===== config.mk =====
export PLATFORM = sky130hd
export DESIGN_NAME = wb_dma_copy
export DESIGN_NICKNAME = d
export VERILOG_FILES = /design/src/rtl/wb_dma_pkg.sv /design/src/rtl/wb_ack_timeout.sv /design/src/rtl/wb_dma_copy.sv
export SDC_FILE = /design/constraint.sdc
export NUM_CORES = 1
export LEC_CHECK = 0
export ABC_AREA = 1
export BUFFER_PORTS_ARGS = -buffer_cell sky130_fd_sc_hd__clkbuf_2
export CORE_MARGIN = 2
export CORE_UTILIZATION = 25
export CTS_CLUSTER_DIAMETER = 50
export DETAILED_ROUTE_END_ITERATION = 6
export PLACE_DENSITY_LB_ADDON = 0.1
export SLEW_MARGIN = 0
export SYNTH_ARGS = -nofsm -noshare
export SYNTH_HDL_FRONTEND = slang
export SYNTH_HIERARCHICAL = 1
export SYNTH_SLANG_ARGS = --single-unit

===== constraint.sdc =====
create_clock -name clk_i -period 2.4 [get_ports clk_i]
set_input_delay 0.12 -clock clk_i [delete_from_list [all_inputs] [get_ports clk_i]]
set_output_delay 0.12 -clock clk_i [all_outputs]
set_load 0.01 [all_outputs]

===== src/rtl/wb_dma_pkg.sv =====
// Shared types and constants for the Wishbone block-copy engine.
package wb_dma_pkg;

  typedef enum logic [2:0] {
    IDLE    = 3'd0,
    RD_REQ  = 3'd1,
    RD_WAIT = 3'd2,
    WR_REQ  = 3'd3,
    DONE    = 3'd4,
    ERR     = 3'd5
  } state_t;

  localparam logic [3:0]  SEL_ALL         = 4'hF;
  localparam int unsigned TIMEOUT_DEFAULT = 255;

endpackage


===== src/rtl/wb_ack_timeout.sv =====
// Counts un-acked strobe cycles; flags expiry on the TIMEOUT-th waiting cycle.
module wb_ack_timeout
  import wb_dma_pkg::*;
#(
  parameter int unsigned TIMEOUT = TIMEOUT_DEFAULT
) (
  input  logic clk_i,
  input  logic rst_ni,
  input  logic clear,
  input  logic enable,
  output logic expired_c
);

  localparam int unsigned CW = $clog2(TIMEOUT + 1);

  logic [CW-1:0] count;

  // Wait-cycle counter, restarted for every new request.
  always_ff @(posedge clk_i or negedge rst_ni) begin
    if (!rst_ni) begin
      count <= '0;
    end else if (clear) begin
      count <= '0;
    end else if (enable) begin
      count <= count + CW'(1);
    end
  end

  // Expiry fires in the cycle that would be the TIMEOUT-th wait, so the
  // FSM leaves the request state exactly after TIMEOUT unacknowledged cycles.
  assign expired_c = enable && (count == CW'(TIMEOUT - 1));

endmodule


===== src/rtl/wb_dma_copy.sv =====
// Wishbone initiator copying len words from src to dst, one read then one
// write per word, with a per-transaction ack timeout.
module wb_dma_copy
  import wb_dma_pkg::*;
#(
  parameter int unsigned ADDR_WIDTH  = 16,
  parameter int unsigned DATA_WIDTH  = 32,
  parameter int unsigned LEN_WIDTH   = 16,
  parameter int unsigned RDATA_DELAY = 1,
  parameter int unsigned TIMEOUT     = TIMEOUT_DEFAULT
) (
  input  logic                  clk_i,
  input  logic                  rst_ni,
  input  logic                  start_i,
  input  logic [ADDR_WIDTH-1:0] src_i,
  input  logic [ADDR_WIDTH-1:0] dst_i,
  input  logic [LEN_WIDTH-1:0]  len_i,
  output logic                  busy_o,
  output logic                  done_o,
  output logic                  err_o,
  output logic [ADDR_WIDTH-1:0] adr_o,
  output logic [DATA_WIDTH-1:0] dat_o,
  input  logic [DATA_WIDTH-1:0] dat_i,
  output logic                  we_o,
  output logic [3:0]            sel_o,
  output logic                  cyc_o,
  output logic                  stb_o,
  input  logic                  ack_i,
  input  logic                  stall_i
);

  state_t                state;
  logic [ADDR_WIDTH-1:0] src;
  logic [ADDR_WIDTH-1:0] dst;
  logic [LEN_WIDTH-1:0]  remaining;
  logic [DATA_WIDTH-1:0] buffer;
  logic                  accept_c;
  logic                  tmo_clear_c;
  logic                  tmo_en_c;
  logic                  tmo_expired_c;

  // A request completes only on an acknowledged, non-stalled strobe.
  assign accept_c    = stb_o && ack_i && !stall_i;
  assign tmo_en_c    = stb_o && !ack_i;
  assign tmo_clear_c = !stb_o || accept_c;

  wb_ack_timeout #(
    .TIMEOUT (TIMEOUT)
  ) u_timeout (
    .clk_i     (clk_i),
    .rst_ni    (rst_ni),
    .clear     (tmo_clear_c),
    .enable    (tmo_en_c),
    .expired_c (tmo_expired_c)
  );

  // Copy sequencer; bus outputs are registered and set on state entry.
  always_ff @(posedge clk_i or negedge rst_ni) begin
    if (!rst_ni) begin
      state     <= IDLE;
      src       <= '0;
      dst       <= '0;
      remaining <= '0;
      buffer    <= '0;
      busy_o    <= 1'b0;
      done_o    <= 1'b0;
      err_o     <= 1'b0;
      adr_o     <= '0;
      dat_o     <= '0;
      we_o      <= 1'b0;
      sel_o     <= '0;
      cyc_o     <= 1'b0;
      stb_o     <= 1'b0;
    end else begin
      done_o <= 1'b0;
      case (state)
        IDLE: begin
          if (start_i) begin
            src       <= src_i;
            dst       <= dst_i;
            remaining <= len_i;
            err_o     <= 1'b0;
            if (len_i == '0) begin
              state <= DONE;
            end else begin
              state  <= RD_REQ;
              busy_o <= 1'b1;
              cyc_o  <= 1'b1;
              stb_o  <= 1'b1;
              we_o   <= 1'b0;
              sel_o  <= SEL_ALL;
              adr_o  <= src_i;
            end
          end
        end
        RD_REQ: begin
          if (tmo_expired_c) begin
            state  <= ERR;
            busy_o <= 1'b0;
            cyc_o  <= 1'b0;
            stb_o  <= 1'b0;
            sel_o  <= '0;
          end else if (accept_c) begin
            if (RDATA_DELAY == 0) begin
              buffer <= dat_i;
              dat_o  <= dat_i;
              state  <= WR_REQ;
              we_o   <= 1'b1;
              adr_o  <= dst;
            end else begin
              state <= RD_WAIT;
              stb_o <= 1'b0;
              sel_o <= '0;
            end
          end
        end
        RD_WAIT: begin
          buffer <= dat_i;
          dat_o  <= dat_i;
          state  <= WR_REQ;
          stb_o  <= 1'b1;
          sel_o  <= SEL_ALL;
          we_o   <= 1'b1;
          adr_o  <= dst;
        end
        WR_REQ: begin
          if (tmo_expired_c) begin
            state  <= ERR;
            busy_o <= 1'b0;
            cyc_o  <= 1'b0;
            stb_o  <= 1'b0;
            we_o   <= 1'b0;
            sel_o  <= '0;
          end else if (accept_c) begin
            src       <= src + ADDR_WIDTH'(1);
            dst       <= dst + ADDR_WIDTH'(1);
            remaining <= remaining - LEN_WIDTH'(1);
            if (remaining == LEN_WIDTH'(1)) begin
              state  <= DONE;
              busy_o <= 1'b0;
              cyc_o  <= 1'b0;
              stb_o  <= 1'b0;
              we_o   <= 1'b0;
              sel_o  <= '0;
            end else begin
              state <= RD_REQ;
              we_o  <= 1'b0;
              adr_o <= src + ADDR_WIDTH'(1);
            end
          end
        end
        DONE: begin
          done_o <= 1'b1;
          state  <= IDLE;
        end
        ERR: begin
          err_o  <= 1'b1;
          done_o <= 1'b1;
          state  <= IDLE;
        end
        default: state <= IDLE;
      endcase
    end
  end

endmodule


==> summary.txt <==
Status: completed
Setup total negative slack: 0 ps
CP Capture Type: register
Peak Freq: 489 MHz
Synth Area in Simple Gates: 36.2%
Internal power: 5.52 mW
Vias per inst: 4.44
Post-synthesis mux area share: 0%
Mapped Nets: 1033
Top FF cell, synth: dfrtp_1
Global-route wire length before repair: 33.7 mm
Maxcap violations: 0
Vias in the first global route: 6307
Sw frac: 49.1%
P per Cell Area: 1320 mW/mm²
Cells after Synth: 942
Clock Latency Late Sink: 370 ps
Final Total Pwr: 10.9 mW
Initial drt markers: 310
Register area share after synthesis: 43.3%
Routed len/inst: 14.4 µm
Max-slew violation count: 0
Via count of the routed design: 6401
CTS clk-pin slew, worst paths: 90 ps
Layout Skew: 16.9 ps
Gr ovfl total: 0
Post-synthesis compound-gate area fraction: 10.2%
Die Span X: 165 µm
Startpoint Class: register
Initial antenna violation count: 0
Hold WC Path Type: in2reg
Placeable Area: 0.0253 mm²
CTS tree: done
CP Max Fanout: 13
Clk root buf: clkbuf_16
Gpl congestion: 0.778
Largest net degree at the start of global routing: 68
Leak Pwr: 4.25 nW
EDFF count, synth: 0
Clock Sinks: 112
CTS buffer count: 9
Fin crit share: 85.2%
Buffer levels on the longest clock path: 2
Synth warn: 6
Mapped Area: 0.00647 mm²
Largest family of logic cells by synthesized area: simple AND/OR/NAND/NOR gates
FFs w/ async S/R, synth: 100%
RSZ-0062 raised after global routing: false
Post-Synth Adder-Cell Area: 1.16%
Detail Route Antenna Nets: 0
Flops & latches, synth: 112
Pre-Repair DR Iteration Count: 5
Ant. Diodes: 0
Final-stage net count: 1197
Slew headroom: 63.7%
Area delta synth->final: 27.0%
Syn avg cell area: 6.87 µm²
Final Hold Vio Count: 0
Peak VDD IR: 0.621 mV
DRT Wirelength: 20.7 mm
H-tree depth: 3
Share of cells above drive strength 1: 17.4%
I/O Buffers: 142
Combinational share of power: 52.9%
DRC: 0
Final setup viols: 0
Clock share of power: 14.5%
CP Data Required Time: 2660 ps
Die Area: 0.0272 mm²
Most frequent cells in the layout: nand2_1 (356), clkbuf_2 (141), nor2_1 (134)
Initial core utilization: 25.5%
Distinct cells, synth: 32
Total Routing Usage GR: 15.8%
CP arrival: 2310 ps
# IOs: 143
DP Wirelength: 14.8 mm
Cell Rows: 58
Kind of critical path: reg2reg
NetSw: 5.33 mW
Sequential cell fraction of total power: 32.7%
Most common cell after layout, fill and taps aside: nand2_1
Least-Margin Pin Slew: 543 ps
Xor-xnor portion of the synthesized cell area: 1.49%
Min cycle time layout: 2050 ps
Die H: 165 µm
-- power by group through the flow --
stage	Clock (mW)	Sequential (mW)	Combinational (mW)
finish	1.57	3.55	5.74
global route	1.70	3.69	6.65
global placement	0	3.61	5.79
detailed placement	0	3.58	5.78
floorplan	0	3.57	3.75
CTS	1.64	3.56	5.86
-- metrics by stage --
stage                     cells  utilization [%]  setup WS [ps]  area [µm²]  hold WS [ps]
final                      1441             32.4            355        8220          52.2
after floorplan             942                -            334        6470          -176
after CTS                  1441             32.4            272        8210          50.7
after global placement     1392             30.0            336        7590           152
after global routing       1441             32.4            188        8220          72.0
after detailed placement   1392             30.0            274        7590           158
-- final timing paths --
path,startpoint,to,slack [ps],cells after the start
worst max-delay path,state[2],adr_o[6],350,6
worst min-delay path,dst_i[1],dst[1],50,3
worst max register to register,state[2],adr_o[6],350,6
worst min register to register,dat_o[10],dat_o[10],480,2
max in group asynchronous,rst_ni,dat_o[8],1740,3
min in group asynchronous,rst_ni,dst[12],290,3
-- registers in the layout, indices dropped and copies added (netlist names) --
signal and count:
state 3, adr_o 16, err_o 1, remaining 16, src 16, u_timeout/count 8, done_o 1, cyc_o 1
we_o 1, dat_o 32, sel_o 1, dst 16
-- synthesized netlist by cell type (3+ instances only) --
cell | count | share of area [%]
xor2_1 | 10 | 1.4
or2_2 | 4 | 0.39
o221ai_1 | 3 | 0.41
buf_4 | 8 | 0.93
o21ai_0 | 67 | 5.2
o21ai_1 | 3 | 0.23
buf_2 | 20 | 1.5
nand4_1 | 13 | 1.3
nor3_1 | 10 | 0.77
ha_1 | 6 | 1.2
clkbuf_1 | 8 | 0.46
inv_2 | 4 | 0.23
inv_1 | 75 | 4.4
a22oi_1 | 13 | 1.5
nand3_1 | 52 | 4.0
nor2_4 | 4 | 0.70
nor2_1 | 134 | 7.8
a21oi_1 | 25 | 1.9
dfrtp_1 | 112 | 43
nand2_1 | 356 | 21
-- cell families after synthesis --
group           Yosys count
xor+xnor                 11
fa+ha+maj                 6
simple gates            578
buf+inv                 116
flops                   112
compound gates          119
-- critical path: stages (launching register included) --
cell and delay, ps:
dfrtp_1 490, nor2_1 390, inv_1 380, a22oi_1 290, o21ai_0 230, nand2_1 110, nand2_1 50
-- timing repair --
action	in CTS	in global routing
endpoints found under the setup margin	0	2
hold buffers	33	0
buffers inserted	0	0
resized for setup	0	1
endpoints found under the hold margin	144	0
-- layout make-up --
| cell class | instances | area [µm²] |
|---|---|---|
| Fill cell | 2812 | 17100 |
| Tap cell | 330 | 413 |
| Clock inverter | 7 | 67.6 |
| Inverter | 79 | 297 |
| Clock buffer | 9 | 225 |
| Sequential cell | 112 | 2800 |
| Timing Repair Buffer | 190 | 1230 |
| Multi-Input combinational cell | 714 | 3180 |
-- layer usage --
layer | global-route usage, % | part of all wire [%] | vias to the layer above
met3 | 2.06 | 2.6 | 11
met1 | 22.2 | 49 | 2990
li1 | - | - | 3302
met2 | 25.9 | 47 | 98
met5 | 0 | 0 | -
met4 | 3.68 | 0.96 | 0
Power figures use the tool's default switching activity.
